<file path="src/rtl/e_output_arbiter.sv">
// -----------------------------------------------------------------------------
// e_output_arbiter
//
// Per-output-port wormhole arbiter for the router arbiter stage. Every input
// buffer carries a 3-bit next-hop address. This instance serves output PORT_ID.
// While idle it picks one requesting input round-robin. It then locks the
// output to that input until the tail flit has been transferred. Priority then
// rotates to the input after the one just served.
//
// Parameters
//   NUM_IN   number of competing input buffers (2..8)
//   PORT_ID  output-port address served by this instance
//   CNT_W    width of the optional forwarded-packet counter
//
// Ports
//   clk            rising-edge clock
//   reset          asynchronous, active-low reset
//   ib_empty_i     per-input buffer empty flag
//   ib_tail_i      per-input "head flit is a tail" flag
//   nhr_address_i  per-input next-hop address, input i at [3i+2:3i]
//   ob_full_i      downstream output buffer full (stalls transfers)
//   grant_o        registered one-hot grant, zero when idle
//   ib_read_o      combinational pop strobe towards the input buffers
//   ob_write_o     combinational push strobe towards the output buffer
//   busy_o         registered, high while the output is locked to an input
//   pkt_count_o    tail transfers seen, modulo 2^CNT_W
//                  (only when ARB_PKT_CNT_EN is defined)
//
// Build option
//   ARB_PKT_CNT_EN  when defined, adds pkt_count_o and its counter
// -----------------------------------------------------------------------------
module e_output_arbiter #(
  parameter int         NUM_IN  = 5,
  parameter logic [2:0] PORT_ID = 3'b000,
  parameter int         CNT_W   = 16
) (
  input  logic                clk,
  input  logic                reset,
  input  logic [NUM_IN-1:0]   ib_empty_i,
  input  logic [NUM_IN-1:0]   ib_tail_i,
  input  logic [3*NUM_IN-1:0] nhr_address_i,
  input  logic                ob_full_i,
  output logic [NUM_IN-1:0]   grant_o,
  output logic [NUM_IN-1:0]   ib_read_o,
  output logic                ob_write_o,
  output logic                busy_o
`ifdef ARB_PKT_CNT_EN
  ,
  output logic [CNT_W-1:0]    pkt_count_o
`endif
);

  localparam int               PTR_W = $clog2(NUM_IN);
  localparam logic [PTR_W-1:0] LAST  = PTR_W'(NUM_IN - 1);

  typedef enum logic {
    IDLE   = 1'b0,
    LOCKED = 1'b1
  } state_t;

  state_t            state;
  state_t            state_nxt;
  logic [PTR_W-1:0]  rr_ptr;
  logic [PTR_W-1:0]  rr_ptr_nxt;
  logic [PTR_W-1:0]  owner;
  logic [PTR_W-1:0]  owner_nxt;
  logic [NUM_IN-1:0] grant_nxt;
  logic [NUM_IN-1:0] req;
  logic              sel_vld;
  logic [PTR_W-1:0]  sel_idx;
  logic              xfer;
  logic              tail_xfer;

  // The first requester found when scanning circularly from ptr.
  // The MSB of the result flags that some input was requesting.
  function automatic logic [PTR_W:0] rr_pick(input logic [NUM_IN-1:0] r,
                                             input logic [PTR_W-1:0]  ptr);
    logic             found;
    logic [PTR_W-1:0] idx;
    int               cand;
    found = 1'b0;
    idx   = '0;
    for (int k = 0; k < NUM_IN; k++) begin
      cand = (int'(ptr) + k) % NUM_IN;
      if (!found && r[cand]) begin
        found = 1'b1;
        idx   = PTR_W'(cand);
      end
    end
    return {found, idx};
  endfunction

  // Request decode: an input competes only if it holds a flit bound for us.
  always_comb begin
    req = '0;
    for (int i = 0; i < NUM_IN; i++) begin
      req[i] = !ib_empty_i[i] && (nhr_address_i[3*i +: 3] == PORT_ID);
    end
  end

  assign {sel_vld, sel_idx} = rr_pick(req, rr_ptr);

  // While locked, only the owner's empty/tail flags matter. The grant is
  // one-hot, so masking with it selects the owner without an index mux.
  // Requests and next-hop changes are ignored while locked.
  assign xfer       = (state == LOCKED) && |(grant_o & ~ib_empty_i) && !ob_full_i;
  assign tail_xfer  = xfer && |(grant_o & ib_tail_i);
  assign ib_read_o  = xfer ? grant_o : '0;
  assign ob_write_o = xfer;
  assign busy_o     = (state == LOCKED);

  always_comb begin
    state_nxt  = state;
    grant_nxt  = grant_o;
    owner_nxt  = owner;
    rr_ptr_nxt = rr_ptr;
    case (state)
      IDLE: begin
        if (sel_vld) begin
          state_nxt = LOCKED;
          owner_nxt = sel_idx;
          grant_nxt = NUM_IN'(1) << sel_idx;
        end
      end
      LOCKED: begin
        // Release only after the tail actually moves. A stall on an empty
        // buffer or a full output holds the lock.
        if (tail_xfer) begin
          state_nxt  = IDLE;
          grant_nxt  = '0;
          rr_ptr_nxt = (owner == LAST) ? '0 : owner + 1'b1;
        end
      end
      default: begin
        state_nxt = IDLE;
        grant_nxt = '0;
      end
    endcase
  end

  always_ff @(posedge clk or negedge reset) begin
    if (!reset) begin
      state   <= IDLE;
      rr_ptr  <= '0;
      owner   <= '0;
      grant_o <= '0;
    end else begin
      state   <= state_nxt;
      rr_ptr  <= rr_ptr_nxt;
      owner   <= owner_nxt;
      grant_o <= grant_nxt;
    end
  end

`ifdef ARB_PKT_CNT_EN
  always_ff @(posedge clk or negedge reset) begin
    if (!reset) begin
      pkt_count_o <= '0;
    end else if (tail_xfer) begin
      pkt_count_o <= pkt_count_o + 1'b1;
    end
  end
`endif

  a_grant_onehot : assert property (@(posedge clk) disable iff (!reset)
    $onehot0(grant_o));

  a_idle_quiet : assert property (@(posedge clk) disable iff (!reset)
    (state == IDLE) |-> (ib_read_o == '0 && !ob_write_o));

  a_busy_grant : assert property (@(posedge clk) disable iff (!reset)
    busy_o == (grant_o != '0));

endmodule

</file>
<file path="config.mk">
export PLATFORM = sky130hd
export DESIGN_NAME = e_output_arbiter
export DESIGN_NICKNAME = d
export VERILOG_FILES = /design/src/rtl/e_output_arbiter.sv
export SDC_FILE = /design/constraint.sdc
export NUM_CORES = 1
export LEC_CHECK = 0
export ABC_CLOCK_PERIOD_IN_PS = 4600
export CORE_UTILIZATION = 35
export CTS_CLUSTER_DIAMETER = 60
export DETAILED_ROUTE_END_ITERATION = 7
export GPL_TIMING_DRIVEN = 0
export PLACE_DENSITY = 0.71
export SETUP_SLACK_MARGIN = 0.2
export SYNTH_ARGS = -nofsm -noshare
export SYNTH_HDL_FRONTEND = slang
export SYNTH_SLANG_ARGS = --single-unit
</file>
<file path="constraint.sdc">
create_clock -name clk -period 4.6 [get_ports clk]
set_input_delay 1.38 -clock clk [delete_from_list [all_inputs] [get_ports clk]]
set_output_delay 1.38 -clock clk [all_outputs]
set_load 0.05 [all_outputs]
</file>
==> impl_summary.md <==
GRT
The via count of the first global-routing pass is ~2,400. The initial antenna violation count is 0. The global-route wire length before repair is between 10,000 and 15,000 um. After global routing the overflow that remains totals 0. The pin count of the biggest net entering global routing is 13. The total global routing track utilization is 19.5%.

Critical path
Measured in cells, the most critical reg-to-reg path has a length of 23. In this run the worst path has a maximum fanout of 7. The internal reg-to-reg setup slack is around 0.31 ns. STA puts the critical path data arrival time at about 3 ns. Walking the worst path, the cells encountered are clkdlybuf4s50_1 > inv_1 > a222oi_1 > a311oi_2 > and2_1 > clkbuf_4. The worst setup path is captured at an output port.

The required time at the endpoint of the critical path is approximately 3.2 ns. STA classifies the critical path startpoint as a primary input. The endpoint of the most critical register-to-register path is grant_o[2]$_DFFE_PN0P_.

In this run the critical register-to-register path is launched from rr_ptr[0]$_DFFE_PN0P_. The highest cell delay on the worst timing path is 0.51 ns. The slowest stage cell on the critical path is clkdlybuf4s50_1. By startpoint and endpoint, the worst setup path is classified as primary input to output port. Tracing the worst setup path back leads to its startpoint at ib_empty_i[3].

Synth
The synthesized design contains 0 enable-type register cells. The leading register cell type out of synthesis is dfrtp_1. A synthesized cell averages a little under 8 um2. The sequential cell area fraction in the yosys report is 13.1%. Of all flip-flops after synthesis, the portion carrying an async set or reset was 100%. The synthesized netlist occupies a cell area of 2300 um2. The most area-hungry cell type in the Yosys netlist is dfrtp_1.

The synthesized netlist devotes 10.9% of its cell area to adder and majority cells. Among all cell types in the netlist, the one instantiated most often is nand2_1. The dominant combinational cell family by area after synthesis is compound AO/OA/AOI/OAI gates. The multiplexer share of the synthesized area is under 10%. The cell count after synthesis is slightly below 300. The fraction of post-synthesis cell area in the top cell type by area is between 10% and 20%.

In the synthesized netlist, the cells that appear most often are nand2_1 (28), ha_1 (20), a21oi_1 (19). The number of synthesized register bits is 12. In this run, distinct cell masters in the synthesized netlist total 73. After synthesis, the cell types taking the most area are dfrtp_1 (13%), ha_1 (11%), nand2_1 (4.6%), a21oi_1 (4.1%), mux2i_1 (3.9%). The fraction of the mapped netlist area in simple logic gates is about 27%.

The number of nets in the synthesized netlist is 338. The xor and xnor fraction of the mapped netlist area is 2.99%. The synthesized netlist devotes 30.4% of its cell area to compound gates.

The warning count from the yosys run is 0.

Pwr
Of the total power, the share spent switching nets is 52.6%. The combinational share of power is a little under 90%. The clock power share is 4.3%. Dividing total power by cell area gives a power density of approximately 850 nW/um2. The sequential power share is 8.0%. Internal power comes to 1240 uW. The static leakage power is about 0.0013 uW. IR analysis of the VDD net gives a maximum drop of a little under 0.0006 V. The analysis attributes to net switching a power of between 1000 and 1500 uW.

CTS
The insertion delay of the later-clocked pin in the worst-skew pair is around 0.24 ns. TritonCTS built the clock tree. The number of buffers inserted during clock tree synthesis is 3. The maximum clock insertion buffer count is 2. Clock tree synthesis selected as its root buffer the cell clkbuf_8.

The number of sinks handled by clock tree synthesis is 12. The clock transition time at the flip-flop clock pins of the worst setup and hold paths is 0.05 ns. In this run the number of H-tree levels came out at 1.

Route
The first routing iteration left about 180 violations. After detailed routing, the average wire length per cell comes to 15.8 um. The remaining number of nets flagged by the antenna check after routing is 0. The total detailed-routing wirelength is between 6000 and 7000 um. For this run, design rule violations remaining after detail routing come to 0.

Using the TritonRoute via totals, the vias-per-cell ratio works out to approximately 5.8. The first TritonRoute pass finished after 4 iterations. The number of vias in the routed layout is approximately 2,400.

STA
The highest clock frequency the design can meet is ~0.23 GHz. Headroom to the max-slew limit came out at around a third. The hold slack is 0.560 ns. The slew at the pin closest to its max-slew limit is about 0.99 ns. The final setup violation count is 0.

The worst path uses 93.4% of the clock period. For the final database, setup skew stands at roughly 0.0037 ns. The worst path in the final design needs a cycle of 4.30 ns, including I/O delays and setup. The final-report hold violation count is 0. The number of max-slew violations in the final report is 0.

Setup repair after global routing could not meet its margin everywhere.

Floorplanning
The die covers around 6900 um2. The die is roughly 83 um tall. The starting utilization of the core area is 36.2%. The core area is roughly 6300 um2. The floorplan step set the die width to 83.0 um. Pin placement for this block handled 40 I/O pins. Row generation in the floorplan step produced 29 rows.

Min path
The cell depth of the worst min-delay path is 2. The path class of the tightest hold or removal check is register to register. The startpoint identified for the worst hold timing path is owner[0]$_DFFE_PN0P_. The worst hold path terminates at owner[0]$_DFFE_PN0P_.

Cells and area
The count of filler cells inserted in the layout is ~600. The final instance count without filler cells is 425. After the last flow step, the layout net total stands at 397. The post-layout utilization of the core is between 40% and 50%. The share of layout cells above drive strength 1 is 21.3%. From synthesis to final layout, the design area changed by 34.2%. 0 antenna diodes ended up in the layout.

Run
Across the run, the number of max-cap violations was 0.

Place
The HPWL reported at the end of detailed placement is approximately 5100 um. During placement, the flow inserted port buffers numbering 39. Routability-driven placement finished with a final weighted congestion of about 0.89. In this run, placement finished with an instance count of just over 400.

Run status
The flow ran to the end, and the final reports show no timing, DRC or antenna violations.
## timing repair
action,4_1_cts,5_1_grt
pin swaps,13,17
gates resized for setup,44,21
hold buffers,0,0
setup endpoints to repair,15,15
buffers inserted,12,3
## per-layer routing
| layer | share of wire (%) | GRT usage [%] |
|---|---|---|
| met1 | 47 | 26.3 |
| met4 | 1.1 | 4.39 |
| met3 | 3.4 | 0.795 |
| met2 | 49 | 34.3 |
| met5 | 0 | 0 |
## sequential cells by signal (all words and copies together), names as in the netlist
register and count:
owner 3, rr_ptr 3, busy_o 1, grant_o 5
## power by group through the flow
stage	Sequential, uW	Combinational, uW	Clock [uW]
2_1_floorplan	253	1500	0
3_3_place_gp	213	1900	0
3_5_place_dp	216	1950	0
4_1_cts	205	2180	116
5_1_grt	218	2500	119
6_report	210	2290	114
## logic make-up after synthesis
kind of cell,count (synthesis)
buffers and inverters,28
XOR/XNOR,7
adder cells (fa/ha/maj),20
flip-flops,12
AO/OA/AOI/OAI,92
AND/OR/NAND/NOR,114
multiplexers,17
## cell usage in the layout (no fill, tap or decap), types with 3 or more instances in the layout
master           synthesis  routed
clkdlybuf4s50_1          0      32
nand2_1                 28      28
buf_4                    3      20
a21oi_1                 19      18
inv_1                   18      16
nor2_1                  16      15
ha_1                    20      15
o21ai_0                 11      11
and2_1                   9       9
mux2i_1                  9       9
nor2b_1                  9       9
dfrtp_1                 12       9
nand2b_1                 8       8
nand3_1                  8       8
a21o_1                   6       6
nor4_1                   7       6
o21a_1                   5       5
or4_1                    5       5
o211ai_1                 5       5
xnor2_1                  5       4
nor3_1                   5       4
clkbuf_8                 0       4
and3b_1                  3       3
a22o_1                   3       3
o21bai_1                 3       3
a32o_1                   3       3
and3_1                   4       3
mux4_2                   3       3
ha_4                     0       3
clkbuf_4                 0       3
dfrtp_2                  0       3
## final cells by class
| type | count | area (um2) | share of cell area (%) |
|---|---|---|---|
| Multi-Input combinational cell | 250 | 1980 | 64.2 |
| Sequential cell | 12 | 304 | 9.86 |
| Timing Repair Buffer | 54 | 488 | 15.8 |
| Tap cell | 77 | 96.3 | 3.12 |
| Clock buffer | 4 | 55.1 | 1.78 |
| Buffer | 8 | 67.6 | 2.19 |
| Inverter | 20 | 92.6 | 3.00 |
## worst max-delay path: cells and delay by family
kind | cells | cell delay, ns
buf+inv | 3 | 0.76
simple gates | 1 | 0.19
compound gates | 2 | 0.57
## per-stage QoR
stage	setup TNS (ns)	setup WS (ns)	total power (uW)	area, um2
floorplan	0	0.203	1750	2320
global placement	-3.03	-0.301	2120	2810
detailed placement	-3.64	-0.365	2170	2810
CTS	0	0.197	2500	3010
global route	0	0.163	2840	3080
finish	0	0.302	2610	3080
## worst max-delay path by stage
stage	end	slack (ns)	cells after the start
2_1_floorplan	ib_read_o[0]	0.20	4
3_3_place_gp	grant_o[2]$_DFFE_PN0P_	-0.30	21
3_5_place_dp	owner[1]$_DFFE_PN0P_	-0.37	21
4_1_cts	ib_read_o[1]	0.20	6
5_1_grt	grant_o[3]$_DFFE_PN0P_	0.16	23
6_report	ib_read_o[4]	0.30	6
(Power assumes the default switching activity.)
